### src/rtl/mem_port_arbiter.sv
// Arbiter that shares the single memory port between fetch (if_*) and the memory stage (dm_*).
// It runs one transaction at a time. Define MEM_ARB_RR_EN for round-robin tie-breaking; the default is fixed dm-over-if priority.
module mem_port_arbiter #(
  parameter int ADDR_W  = 32,
  parameter int DATA_W  = 32,
  parameter int TIMEOUT = 15
) (
  input  logic              clk,
  input  logic              reset,
  input  logic              if_req,
  input  logic [ADDR_W-1:0] if_addr,
  output logic              if_valid,
  output logic [DATA_W-1:0] if_rdata,
  output logic              if_stall,
  input  logic              dm_req,
  input  logic              dm_we,
  input  logic              dm_byte,
  input  logic [ADDR_W-1:0] dm_addr,
  input  logic [DATA_W-1:0] dm_wdata,
  output logic              dm_valid,
  output logic [DATA_W-1:0] dm_rdata,
  output logic              dm_stall,
  output logic              mem_req,
  output logic              mem_we,
  output logic              mem_byte,
  output logic [ADDR_W-1:0] mem_addr,
  output logic [DATA_W-1:0] mem_wdata,
  input  logic              mem_ready,
  input  logic [DATA_W-1:0] mem_rdata,
  output logic              err,
  output logic [1:0]        dbgState  // 0 = IDLE, 1 = BUSY, 2 = RESP
);

  // Handshake: a requester raises *_req and holds it, with stable operands, until its
  // one-cycle *_valid. mem_req stays high until the one-cycle mem_ready pulse or the timeout.
  typedef enum logic [1:0] {IDLE = 2'd0, BUSY = 2'd1, RESP = 2'd2} stateT;

  localparam logic [7:0] TIMEOUT_CNT = 8'(TIMEOUT);

  stateT             state;
  logic              ownerDm;
  logic [7:0]        count;
  logic              grantDm;
  logic [DATA_W-1:0] loadValue;

`ifdef MEM_ARB_RR_EN
  logic lastDm;

  // On a tie, the requester that was not granted last wins. After reset, dm wins first.
  assign grantDm = dm_req && (!if_req || !lastDm);

  always_ff @(posedge clk) begin
    if (reset) begin
      lastDm <= 1'b0;
    end else if (state == IDLE && (dm_req || if_req)) begin
      lastDm <= grantDm;
    end
  end
`else
  assign grantDm = dm_req;
`endif

  assign if_stall = if_req && !if_valid;
  assign dm_stall = dm_req && !dm_valid;
  assign dbgState = state;

  always_comb begin
    loadValue = mem_rdata;
    if (mem_we) begin
      loadValue = '0;
    end else if (mem_byte) begin
      loadValue = {{(DATA_W-8){mem_rdata[7]}}, mem_rdata[7:0]};
    end
  end

  always_ff @(posedge clk) begin
    if (reset) begin
      state     <= IDLE;
      ownerDm   <= 1'b0;
      count     <= '0;
      mem_req   <= 1'b0;
      mem_we    <= 1'b0;
      mem_byte  <= 1'b0;
      mem_addr  <= '0;
      mem_wdata <= '0;
      if_valid  <= 1'b0;
      dm_valid  <= 1'b0;
      if_rdata  <= '0;
      dm_rdata  <= '0;
      err       <= 1'b0;
    end else begin
      case (state)
        IDLE: begin
          if (dm_req || if_req) begin
            ownerDm   <= grantDm;
            mem_req   <= 1'b1;
            mem_addr  <= grantDm ? dm_addr : if_addr;
            mem_we    <= grantDm && dm_we;
            mem_byte  <= grantDm && dm_byte;
            mem_wdata <= grantDm ? dm_wdata : '0;
            count     <= '0;
            state     <= BUSY;
          end
        end
        BUSY: begin
          if (mem_ready) begin
            mem_req <= 1'b0;
            state   <= RESP;
            if (ownerDm) begin
              dm_valid <= 1'b1;
              dm_rdata <= loadValue;
            end else begin
              if_valid <= 1'b1;
              if_rdata <= mem_rdata;
            end
          end else if (count == TIMEOUT_CNT) begin
            // The memory never answered: abort with a zero result and flag the error for good.
            mem_req <= 1'b0;
            err     <= 1'b1;
            state   <= RESP;
            if (ownerDm) begin
              dm_valid <= 1'b1;
              dm_rdata <= '0;
            end else begin
              if_valid <= 1'b1;
              if_rdata <= '0;
            end
          end else begin
            count <= count + 8'd1;
          end
        end
        RESP: begin
          if_valid <= 1'b0;
          dm_valid <= 1'b0;
          state    <= IDLE;
        end
        default: begin
          state <= IDLE;
        end
      endcase
    end
  end

endmodule
### config.mk
export PLATFORM = sky130hd
export DESIGN_NAME = mem_port_arbiter
export DESIGN_NICKNAME = d
export VERILOG_FILES = /design/src/rtl/mem_port_arbiter.sv
export SDC_FILE = /design/constraint.sdc
export NUM_CORES = 1
export LEC_CHECK = 0
export BUFFER_PORTS_ARGS = -buffer_cell sky130_fd_sc_hd__buf_2
export CAP_MARGIN = 20
export CELL_PAD_IN_SITES_DETAIL_PLACEMENT = 1
export CELL_PAD_IN_SITES_GLOBAL_PLACEMENT = 2
export CORE_MARGIN = 4
export CORE_UTILIZATION = 26
export DETAILED_ROUTE_END_ITERATION = 10
export GPL_ROUTABILITY_DRIVEN = 1
export PLACE_DENSITY = 0.78
export SLEW_MARGIN = 15
export SYNTH_ARGS = -nofsm -noshare
export SYNTH_HDL_FRONTEND = slang
export SYNTH_SLANG_ARGS = --single-unit
### constraint.sdc
create_clock -name clk -period 2.3 [get_ports clk]
set_input_delay 0 -clock clk [delete_from_list [all_inputs] [get_ports clk]]
set_output_delay 0 -clock clk [all_outputs]
set_load 0.05 [all_outputs]
==> results of run 1 <==
-- layout make-up --
class | instances | area [µm²] | area share, %
Antenna cell | 1 | 2.50 | 0.0257
Clock buffer | 19 | 453 | 4.65
Clock inverter | 13 | 125 | 1.28
Inverter | 5 | 18.8 | 0.193
Multi-Input combinational cell | 524 | 3040 | 31.2
Sequential cell | 145 | 2900 | 29.8
Tap cell | 319 | 399 | 4.09
Timing Repair Buffer | 415 | 2810 | 28.8
-- report_power, final --
group | internal [W] | leakage, nW | switching (W) | total (W)
clock | 0.00156 | 0.281 | 0.00115 | 0.00271
combinational | 0.000622 | 2.75 | 0.00134 | 0.00196
sequential | 0.00268 | 1.18 | 0.0000942 | 0.00278
-- kinds of logic after synthesis --
logic type / count (synthesis)
AO/OA/AOI/OAI: 245
AND/OR/NAND/NOR: 242
flip-flops: 145
multiplexers: 32
adder cells (fa/ha/maj): 5
buffers and inverters: 79
-- layer usage --
| metal | part of all wire [%] | up-vias |
|---|---|---|
| li1 | - | 3394 |
| met1 | 43 | 3210 |
| met2 | 48 | 232 |
| met3 | 7.0 | 24 |
| met4 | 1.9 | 0 |
| met5 | 0 | - |
-- critical path: cells and delay by family, from the launching register on --
kind	cells	cell delay, ns
DFF	1	0.33
adders and majority gates	1	0.21
buffers and inverters	3	0.78
and+or+nand+nor	2	0.34
AOI/OAI and AO/OA	1	0.26
-- worst max path at each step --
stage          slack, ns  cells after the start           end
5_1_grt             0.03                      7  mem_addr[21]
3_3_place_gp        0.39                      7  mem_addr[16]
2_1_floorplan       0.02                      7      count[6]
6_report            0.26                      7  mem_addr[21]
4_1_cts             0.26                      7   mem_addr[3]
3_5_place_dp        0.24                      7   mem_addr[3]
-- Yosys cell counts, types with 2 or more instances --
| cell | n | area share, % |
|---|---|---|
| sky130_fd_sc_hd__mux2i_1 | 32 | 5.1 |
| sky130_fd_sc_hd__clkbuf_1 | 54 | 3.3 |
| sky130_fd_sc_hd__nand2_1 | 44 | 2.7 |
| sky130_fd_sc_hd__dfxtp_1 | 145 | 47 |
| sky130_fd_sc_hd__o21a_1 | 2 | 0.24 |
| sky130_fd_sc_hd__o21ai_1 | 2 | 0.16 |
| sky130_fd_sc_hd__nand2b_1 | 9 | 0.90 |
| sky130_fd_sc_hd__inv_1 | 5 | 0.30 |
| sky130_fd_sc_hd__a211oi_1 | 34 | 4.1 |
| sky130_fd_sc_hd__or3_1 | 2 | 0.20 |
| sky130_fd_sc_hd__nor3_1 | 2 | 0.16 |
| sky130_fd_sc_hd__nor2_1 | 37 | 2.2 |
| sky130_fd_sc_hd__nor3b_1 | 3 | 0.36 |
| sky130_fd_sc_hd__o21ai_0 | 118 | 9.5 |
| sky130_fd_sc_hd__buf_2 | 8 | 0.64 |
| sky130_fd_sc_hd__nand3_1 | 44 | 3.5 |
| sky130_fd_sc_hd__buf_4 | 2 | 0.24 |
| sky130_fd_sc_hd__ha_1 | 5 | 1.0 |
| sky130_fd_sc_hd__nand4_1 | 40 | 4.0 |
| sky130_fd_sc_hd__nor2b_1 | 53 | 5.3 |
| sky130_fd_sc_hd__buf_1 | 9 | 0.54 |
| sky130_fd_sc_hd__a31oi_1 | 5 | 0.50 |
| sky130_fd_sc_hd__a21oi_1 | 76 | 6.1 |
-- through the flow --
stage	utilization, %	power, W
after CTS	41.4	0.00756
after floorplan	-	0.00403
after detailed placement	33.7	0.00461
final	41.4	0.00745
after global routing	41.4	0.00782
after global placement	33.7	0.00459
-- what timing repair did --
item | CTS | global route
hold buffers | 123 | 0
hold endpoints to repair | 105 | 0
endpoints found under the setup margin | 0 | 0
gates resized for setup | 0 | 0
setup buffers | 0 | 0
-- state kept, by name (all words and copies together), names as in the netlist --
signal / flops
count: 8
dbgState: 2
dm_rdata: 32
dm_valid: 1
err: 1
if_rdata: 32
if_valid: 1
mem_addr: 32
mem_byte: 1
mem_req: 1
mem_wdata: 32
mem_we: 1
ownerDm: 1
==> flow_metrics.tcl, run 1 <==
set metrics [dict create \
    run_status "finished, violations left" \
    violations "negative hold slack" \
    cts_tree "done" \
    syn-num-nets 888 \
    critical-path-slowest-cell "sky130_fd_sc_hd__buf_4" \
    number_of_global_route_vias_before_repair 7163 \
    rr_endpoint "mem_addr[21]" \
    max-vdd-ir-drop_mv 0.428 \
    routed_wire_length_per_instance_um 17.5 \
    maxCapViolCount 0 \
    final_hold_viols 1 \
    grt_busiest_layer "met2" \
    power.static_leakage_nw 4.22 \
    area_growth_syn_to_layout_pct 56.5 \
    max_clock_freq_mhz 490 \
    overflow 0 \
    final_cell_count_no_fill 1441 \
    antenna_violating_nets_post_route 0 \
    clk_slew_on_worst_s_h_paths_ns 0.07 \
    final_layout_size_suffix_gt1_share_pct 29.3 \
    remaining_drc_errors 0 \
    ys_types 40 \
    worst-slew-pin-transition_ns 0.785 \
    core-area_um2 23500 \
    hold_path_class "primary input to flop" \
    power_density_nw_per_um2 765 \
    grt_start_max_net_pins 146 \
    most-common-layout-cells "sky130_fd_sc_hd__buf_2 (271), sky130_fd_sc_hd__dfxtp_1 (145), sky130_fd_sc_hd__dlygate4sd3_1 (123)" \
    floorplan.die.height_um 163 \
    synth_top_family_by_area "compound AO/OA/AOI/OAI gates" \
    synth_ff_type "sky130_fd_sc_hd__dfxtp_1" \
    final_period_minus_worst_setup_slack_ns 2.04 \
    report.final.setup_viol 0 \
    synth_area_um2 6230 \
    first_iter_violations 342 \
    grt_antenna_before_repair 0 \
    ys_seq_area_share_pct 46.6 \
    first_drt_pass_iteration_count 5 \
    mux_contribution_to_synthesized_area_pct 5.14 \
    globalRouteMet1Util_pct 23.7 \
    grt_first_pass_wirelength_mm 39.6 \
    hold-worst-slack_ns -0.00238 \
    r2r_start "dbgState[0]" \
    place.port_buffers 272 \
    critPathCaptureType "flop" \
    grt.met2_usage_pct 30.2 \
    global_route.usage.met3_pct 5.32 \
    avgSynthCellArea_um2 8.33 \
    num_vias 6860 \
    fin_crit_sh_pct 88.8 \
    detailedPlace.worstSlack_ns 0.244 \
    nNetsFinal 1248 \
    number_of_storage_elements_in_the_synthesis_netlist 145 \
    r2r_setup_slack_ns 0.26 \
    finish.instance_area_um2 9750 \
    final.setup.worst_slack_ns 0.258 \
    htree_num_levels 4 \
    crit_fanout 64 \
    synth_edf_count 0 \
    synth-simple-area-share_pct 20.4 \
    io-pin-count 273 \
    timing.critical_path.slowest_cell_delay_ns 0.41 \
    clock_latency_late_sink_ns 0.41 \
    critPathLaunch "dbgState[0]" \
    yosys.area_share.adder_pct 1.00 \
    layout.filler_cells 2880 \
    timing.setup.tns_ns 0 \
    initial_core_util_pct 26.5 \
    min_delay_worst_endpoint "mem_addr[18]" \
    timing.max_slew.rel_slack_pct 47.7 \
    grt_setup_unrepaired "no" \
    timing.final.max_slew_violations 0 \
    die_footprint_um2 26500 \
    grt.total_usage_pct 18.5 \
    cp.required_ns 2.62 \
    launching_element_type_of_the_critical_path "flop" \
    hold-path-cell-count 3 \
    clock_sink_count 145 \
    timing.critical_path.arrival_ns 2.36 \
    holdCritStartpoint "dm_addr[18]" \
    hpwl_mm 16.0 \
    cts.root.buffer_cell "sky130_fd_sc_hd__clkbuf_16" \
    finalWeightedCongestion 0.784 \
    chipWidth_um 163 \
    num_rows 56 \
    synth_compound_gate_area_share_pct 21.8 \
    cells_after_synth 748 \
    critical_path_class "flop to flop" \
    worst_setup_skew_after_layout_ns 0.0111 \
    synth-warning-count 0 \
    cp_cell_sequence "inv_1 -> ha_1 -> buf_4 -> nor2b_4 -> buf_12 -> nor2_1 -> a211oi_1" \
    wirelength_mm 25.2 \
    r2r_cells 7 \
    tritoncts.num_buffers 17 \
    synthArstFlopShare_pct 0 \
    place.detailed.instances 1285 \
    place_area_um2 7940 \
    synth_xor_area_share_pct 0 \
    post_drt_via_cell_ratio 4.76 \
    most_common_cell_after_layout_fill_and_taps_aside "sky130_fd_sc_hd__buf_2" \
    cts_buffer_depth 2 \
]
Power figures use the tool's default switching activity.
==> run 2, diff against run 1 <==
==> constraint.sdc (replaced) <==
create_clock -name clk -period 2.1 [get_ports clk]
set_input_delay 0 -clock clk [delete_from_list [all_inputs] [get_ports clk]]
set_output_delay 0 -clock clk [all_outputs]
set_load 0.05 [all_outputs]
==> run 2 against run 1 <==
  * The run still ends with negative hold slack left
  * Combinational power increased by 11%
  * Sequential power increased by 9.4%
  * Worst setup slack got worse by 0.082 ns
  * Cell area increased by 0.96%
  * Global-route usage increased by 0.060 points
  * Die area unchanged
  * Total power increased by 13%
  * Largest cell class unchanged
==> flow_metrics.tcl, run 2 (synthesized netlist as in run 1, its figures left out) <==
set metrics [dict create \
    most_common_cell_after_layout_fill_and_taps_aside "sky130_fd_sc_hd__buf_2" \
    core-area_um2 23500 \
    worst_setup_skew_after_layout_ns 0.0105 \
    hold_path_class "primary input to flop" \
    initial_core_util_pct 26.5 \
    cts_buffer_depth 2 \
    worst-slew-pin-transition_ns 0.745 \
    report.final.setup_viol 0 \
    number_of_global_route_vias_before_repair 7292 \
    num_vias 6921 \
    overflow 0 \
    tritoncts.num_buffers 17 \
    hold-worst-slack_ns -0.0144 \
    nNetsFinal 1257 \
    max_clock_freq_mhz 520 \
    timing.setup.tns_ns 0 \
    timing.critical_path.arrival_ns 2.26 \
    violations "negative hold slack" \
    layout.filler_cells 2847 \
    place_area_um2 7980 \
    timing.final.max_slew_violations 0 \
    launching_element_type_of_the_critical_path "flop" \
    cts_tree "done" \
    place.port_buffers 272 \
    critPathCaptureType "flop" \
    htree_num_levels 4 \
    critical_path_class "flop to flop" \
    grt_start_max_net_pins 91 \
    cts.root.buffer_cell "sky130_fd_sc_hd__clkbuf_16" \
    floorplan.die.height_um 163 \
    first_drt_pass_iteration_count 4 \
    power_density_nw_per_um2 855 \
    routed_wire_length_per_instance_um 17.3 \
    wirelength_mm 25.1 \
    finish.instance_area_um2 9840 \
    hpwl_mm 16.2 \
    clk_slew_on_worst_s_h_paths_ns 0.06 \
    area_growth_syn_to_layout_pct 58.0 \
    run_status "finished, violations left" \
    die_footprint_um2 26500 \
    most-common-layout-cells "sky130_fd_sc_hd__buf_2 (270), sky130_fd_sc_hd__dfxtp_1 (143), sky130_fd_sc_hd__dlygate4sd3_1 (123)" \
    max-vdd-ir-drop_mv 0.400 \
    timing.max_slew.rel_slack_pct 50.3 \
    finalWeightedCongestion 0.785 \
    maxCapViolCount 0 \
    final_layout_size_suffix_gt1_share_pct 30.1 \
    clock_sink_count 145 \
    final_hold_viols 1 \
    grt_antenna_before_repair 0 \
    grt_setup_unrepaired "no" \
    grt.total_usage_pct 18.5 \
    final_period_minus_worst_setup_slack_ns 1.92 \
    grt_first_pass_wirelength_mm 39.7 \
    clock_latency_late_sink_ns 0.42 \
    fin_crit_sh_pct 91.6 \
    post_drt_via_cell_ratio 4.78 \
    diodes 0 \
    power.static_leakage_nw 4.27 \
    cp.required_ns 2.43 \
    remaining_drc_errors 0 \
    antenna_violating_nets_post_route 0 \
    num_rows 56 \
    first_iter_violations 398 \
    chipWidth_um 163 \
    io-pin-count 273 \
    crit_fanout 21 \
]
## run 2: area by class of cell
class | instances | area, µm² | area share (%)
clock inverters | 13 | 174 | 1.77
inverters | 5 | 18.8 | 0.191
repair buffers | 424 | 2860 | 29.1
multi-input cells | 524 | 3040 | 30.9
well taps | 319 | 399 | 4.05
flip-flops and latches | 145 | 2910 | 29.5
clock buffers | 19 | 443 | 4.50
## run 2: repair_timing
action	4_1_cts	5_1_grt
buffers inserted	0	1
hold buffers	123	0
resized for setup	0	3
endpoints found under the hold margin	104	0
endpoints found under the setup margin	0	38
## run 2: critical path, stage by stage, from the launching register on
cell,delay [ns]
sky130_fd_sc_hd__dfxtp_2,0.33
sky130_fd_sc_hd__inv_1,0.09
sky130_fd_sc_hd__ha_1,0.18
sky130_fd_sc_hd__and4b_1,0.34
sky130_fd_sc_hd__a32o_2,0.29
sky130_fd_sc_hd__buf_4,0.28
sky130_fd_sc_hd__nand4_1,0.13
sky130_fd_sc_hd__a21oi_1,0.19
## run 2: per-layer routing
metal,track usage (%),share of wire [%],vias to the layer above
li1,-,-,3423
met1,23.5,44,3237
met2,30.5,47,223
met3,5.19,6.4,38
met4,5.99,2.3,0
met5,0,0,-
## run 2: path summary, 6_finish.rpt
kind / from / end / slack (ns) / depth (start not counted)
max: dbgState[1] / if_rdata[6] / 0.18 / 7
min: dm_addr[31] / mem_addr[31] / -0.01 / 3
max reg2reg: dbgState[1] / if_rdata[6] / 0.18 / 7
min reg2reg: mem_wdata[2] / mem_wdata[2] / 0.45 / 2
## run 2: per-stage QoR
stage / cells / hold WS, ns / setup WS (ns) / utilization [%] / total power (W)
global route: 1449 / 0.0186 / 0.0433 / 41.8 / 0.00883
finish: 1449 / -0.0144 / 0.176 / 41.8 / 0.00841
detailed placement: 1293 / 0.271 / 0.101 / 33.9 / 0.00507
floorplan: 748 / 0.154 / 0.0259 / - / 0.00441
CTS: 1448 / 0.00269 / 0.0321 / 41.7 / 0.00850
global placement: 1293 / 0.269 / 0.171 / 33.9 / 0.00505
## run 2: power breakdown
group	total [W]	internal [W]	leakage (nW)	switching [W]
Clock	0.00320	0.00193	0.297	0.00127
Sequential	0.00304	0.00294	1.18	0.0000981
Combinational	0.00217	0.000696	2.79	0.00148
Total	0.00841	0.00556	4.27	0.00285
==> run 3, diff against run 2 <==
--- a/config.mk
+++ b/config.mk
@@ -5,15 +5,16 @@
 export SDC_FILE = /design/constraint.sdc
 export NUM_CORES = 1
 export LEC_CHECK = 0
+export ABC_AREA = 1
 export BUFFER_PORTS_ARGS = -buffer_cell sky130_fd_sc_hd__buf_2
 export CAP_MARGIN = 20
 export CELL_PAD_IN_SITES_DETAIL_PLACEMENT = 1
 export CELL_PAD_IN_SITES_GLOBAL_PLACEMENT = 2
 export CORE_MARGIN = 4
-export CORE_UTILIZATION = 26
+export CORE_UTILIZATION = 24
 export DETAILED_ROUTE_END_ITERATION = 10
 export GPL_ROUTABILITY_DRIVEN = 1
-export PLACE_DENSITY = 0.78
+export PLACE_DENSITY = 0.77
 export SLEW_MARGIN = 15
 export SYNTH_ARGS = -nofsm -noshare
 export SYNTH_HDL_FRONTEND = slang
==> run 3 against run 2 <==
  * The run now ends clean
  * Clock-buffer cell count unchanged
  * Hold slack improved by 0.029 ns
  * Non-clock buffer count increased by 3
  * Worst setup slack improved by 0.052 ns
  * Combinational power increased by 9%
  * Largest power group unchanged
==> flow_metrics.tcl, run 3 <==
set metrics [dict create \
    r2r_cells 7 \
    finish.instance_area_um2 9910 \
    wirelength_mm 26.5 \
    cts_buffer_depth 2 \
    clk_slew_on_worst_s_h_paths_ns 0.06 \
    detailedPlace.worstSlack_ns 0.186 \
    timing.final.max_slew_violations 0 \
    cp.required_ns 2.40 \
    share_clk_of_total_power_pct 37.3 \
    synth_commonest_cells "sky130_fd_sc_hd__nand2_1 (311), sky130_fd_sc_hd__dfxtp_1 (145), sky130_fd_sc_hd__a21oi_1 (98), sky130_fd_sc_hd__inv_1 (65), sky130_fd_sc_hd__nor2_1 (53)" \
    power_density_nw_per_um2 881 \
    most_common_cell_after_layout_fill_and_taps_aside "sky130_fd_sc_hd__nand2_1" \
    synth-warning-count 0 \
    final.setup.worst_slack_ns 0.228 \
    holdCritStartpoint "reset" \
    ctsResizeCount 0 \
    num_rows 58 \
    number_of_storage_elements_in_the_synthesis_netlist 145 \
    synth_area_leader_cell "sky130_fd_sc_hd__dfxtp_1" \
    final_period_minus_worst_setup_slack_ns 1.87 \
    max_clock_freq_mhz 534 \
    clock_latency_late_sink_ns 0.43 \
    timing.max_slew.rel_slack_pct 59.1 \
    place_area_um2 7940 \
    r2r_setup_slack_ns 0.23 \
    critical_path_class "flop to flop" \
    p_seq_share_pct 35.7 \
    crit_fanout 4 \
    routed_wire_length_per_instance_um 16.4 \
    run_status "complete, no violations" \
    synthArstFlopShare_pct 0 \
    ys_types 26 \
    io-pin-count 273 \
    floorplan.die.height_um 169 \
    post_drt_via_cell_ratio 4.54 \
    critPathCaptureType "flop" \
    report.final.setup_viol 0 \
    maxCapViolCount 0 \
    grt_antenna_before_repair 2 \
    power.static_leakage_nw 4.76 \
    timing.critical_path.arrival_ns 2.18 \
    antenna_violating_nets_post_route 0 \
    cts_tree "done" \
    ys_seq_area_share_pct 46.5 \
    number_of_global_route_vias_before_repair 7896 \
    max-vdd-ir-drop_mv 0.464 \
    cells_after_synth 893 \
    grt_start_max_net_pins 65 \
    worst_setup_skew_after_layout_ns 0.0145 \
    launching_element_type_of_the_critical_path "flop" \
    synth_ff_type "sky130_fd_sc_hd__dfxtp_1" \
    combinationalPowerShare_pct 27.0 \
    tritoncts.num_buffers 17 \
    avgSynthCellArea_um2 6.99 \
    place.detailed.instances 1451 \
    grt.total_usage_pct 18.4 \
    clock_sink_count 145 \
    timing.setup.tns_ns 0 \
    initial_core_util_pct 24.6 \
    die_footprint_um2 28700 \
    synth_top_area_share_pct 46.5 \
    globalRouteMet1Util_pct 22.6 \
    netSwitchingFraction_pct 35.8 \
    internal-power_w 0.00561 \
    chipWidth_um 169 \
    num_vias 7347 \
    worst-slew-pin-transition_ns 0.609 \
    nNetsFinal 1415 \
    post_synth_main_area_contributors "sky130_fd_sc_hd__dfxtp_1 (46%), sky130_fd_sc_hd__nand2_1 (19%), sky130_fd_sc_hd__a21oi_1 (7.9%)" \
    hold_path_class "primary input to flop" \
    core-area_um2 25400 \
    rr_endpoint "mem_byte" \
    first_drt_pass_iteration_count 4 \
    area_growth_syn_to_layout_pct 58.7 \
    grt.met2_usage_pct 30.7 \
    finalWeightedCongestion 0.758 \
    grt_first_pass_wirelength_mm 42.5 \
    first_iter_violations 306 \
    grt_setup_unrepaired "no" \
    overflow 0 \
    htree_num_levels 4 \
    hpwl_mm 17.5 \
    switching_power_w 0.00313 \
    synth_area_um2 6250 \
    synth.most_common_cell "sky130_fd_sc_hd__nand2_1" \
    most-common-layout-cells "sky130_fd_sc_hd__nand2_1 (311), sky130_fd_sc_hd__buf_2 (272), sky130_fd_sc_hd__dfxtp_1 (145)" \
    min_delay_worst_endpoint "err" \
    hold-path-cell-count 2 \
    final_hold_viols 0 \
    power_w 0.00874 \
    final_cell_count_no_fill 1619 \
    cts.root.buffer_cell "sky130_fd_sc_hd__clkbuf_16" \
    synth_edf_count 0 \
    final_layout_size_suffix_gt1_share_pct 26.0 \
    fin_crit_sh_pct 89.2 \
    r2r_start "dbgState[0]" \
    cts_setup_buffers 0 \
    grt_busiest_layer "met2" \
    place.port_buffers 272 \
    remaining_drc_errors 0 \
    global_route.usage.met3_pct 5.31 \
    syn-num-nets 1033 \
]
[run 3: worst max path at each step]
| stage | startpoint | end | cells after the start |
|---|---|---|---|
| 2_1_floorplan | dbgState[0] | count[0] | 7 |
| 3_3_place_gp | dbgState[0] | count[0] | 7 |
| 3_5_place_dp | dbgState[0] | count[7] | 8 |
| 4_1_cts | dbgState[0] | count[7] | 8 |
| 5_1_grt | dbgState[0] | count[7] | 8 |
| 6_report | dbgState[0] | mem_byte | 7 |
[run 3: power by group through the flow]
| stage | registers (W) | clock network (W) | logic [W] |
|---|---|---|---|
| after floorplan | 0.00389 | 0 | 0.000761 |
| after global placement | 0.00317 | 0 | 0.00214 |
| after detailed placement | 0.00318 | 0 | 0.00216 |
| after CTS | 0.00312 | 0.00335 | 0.00236 |
| final | 0.00312 | 0.00325 | 0.00236 |
| after global routing | 0.00315 | 0.00348 | 0.00256 |
[run 3: timing repair]
action / CTS / global route
hold buffers: 134 / 0
setup endpoints to repair: 0 / 0
hold endpoints to repair: 128 / 0
[run 3: cell type report]
type,count,area (µm²)
fillers,3201,15500
flip-flops and latches,145,2900
repair buffers,427,2900
multi-input cells,614,2810
clock buffers,19,443
well taps,330,413
inverters,70,263
clock inverters,13,175
diodes,1,2.50
[run 3: cell families (layout without fill, tap and decap cells)]
kind of cell / count (synthesis) / after routing / synth area share [%]
AO/OA/AOI/OAI: 171 / 171 / 14.7
XOR/XNOR: 1 / 1 / 0.140
adder cells (fa/ha/maj): 5 / 5 / 1.00
buffers and inverters: 134 / 529 / 8.61
flip-flops: 145 / 145 / 46.5
other: 0 / 1 / 0
AND/OR/NAND/NOR: 437 / 437 / 29.1
[run 3: per-layer routing]
| metal | up-vias | share of wire, % | wire [µm] |
|---|---|---|---|
| met5 | - | 0.079 | 21 |
| met4 | 4 | 2.7 | 716 |
| met3 | 44 | 6.6 | 1750 |
| met2 | 234 | 47 | 12400 |
| met1 | 3395 | 44 | 11600 |
| li1 | 3670 | - | - |
[run 3: per-stage QoR]
step	util, %	hold slack [ns]
after floorplan	-	0.149
after global placement	31.3	0.255
after detailed placement	31.3	0.262
after CTS	39.0	0.00155
after global routing	39.0	0.0397
final	39.0	0.0145
[run 3: worst max-delay path: stages, from the launching register on]
cell and delay, ns:
sky130_fd_sc_hd__dfxtp_1 0.43, sky130_fd_sc_hd__inv_1 0.11, sky130_fd_sc_hd__ha_1 0.27, sky130_fd_sc_hd__nand2_1 0.12, sky130_fd_sc_hd__clkinv_1 0.11, sky130_fd_sc_hd__nand2_1 0.08, sky130_fd_sc_hd__a21oi_1 0.06, sky130_fd_sc_hd__dlygate4sd3_1 0.58
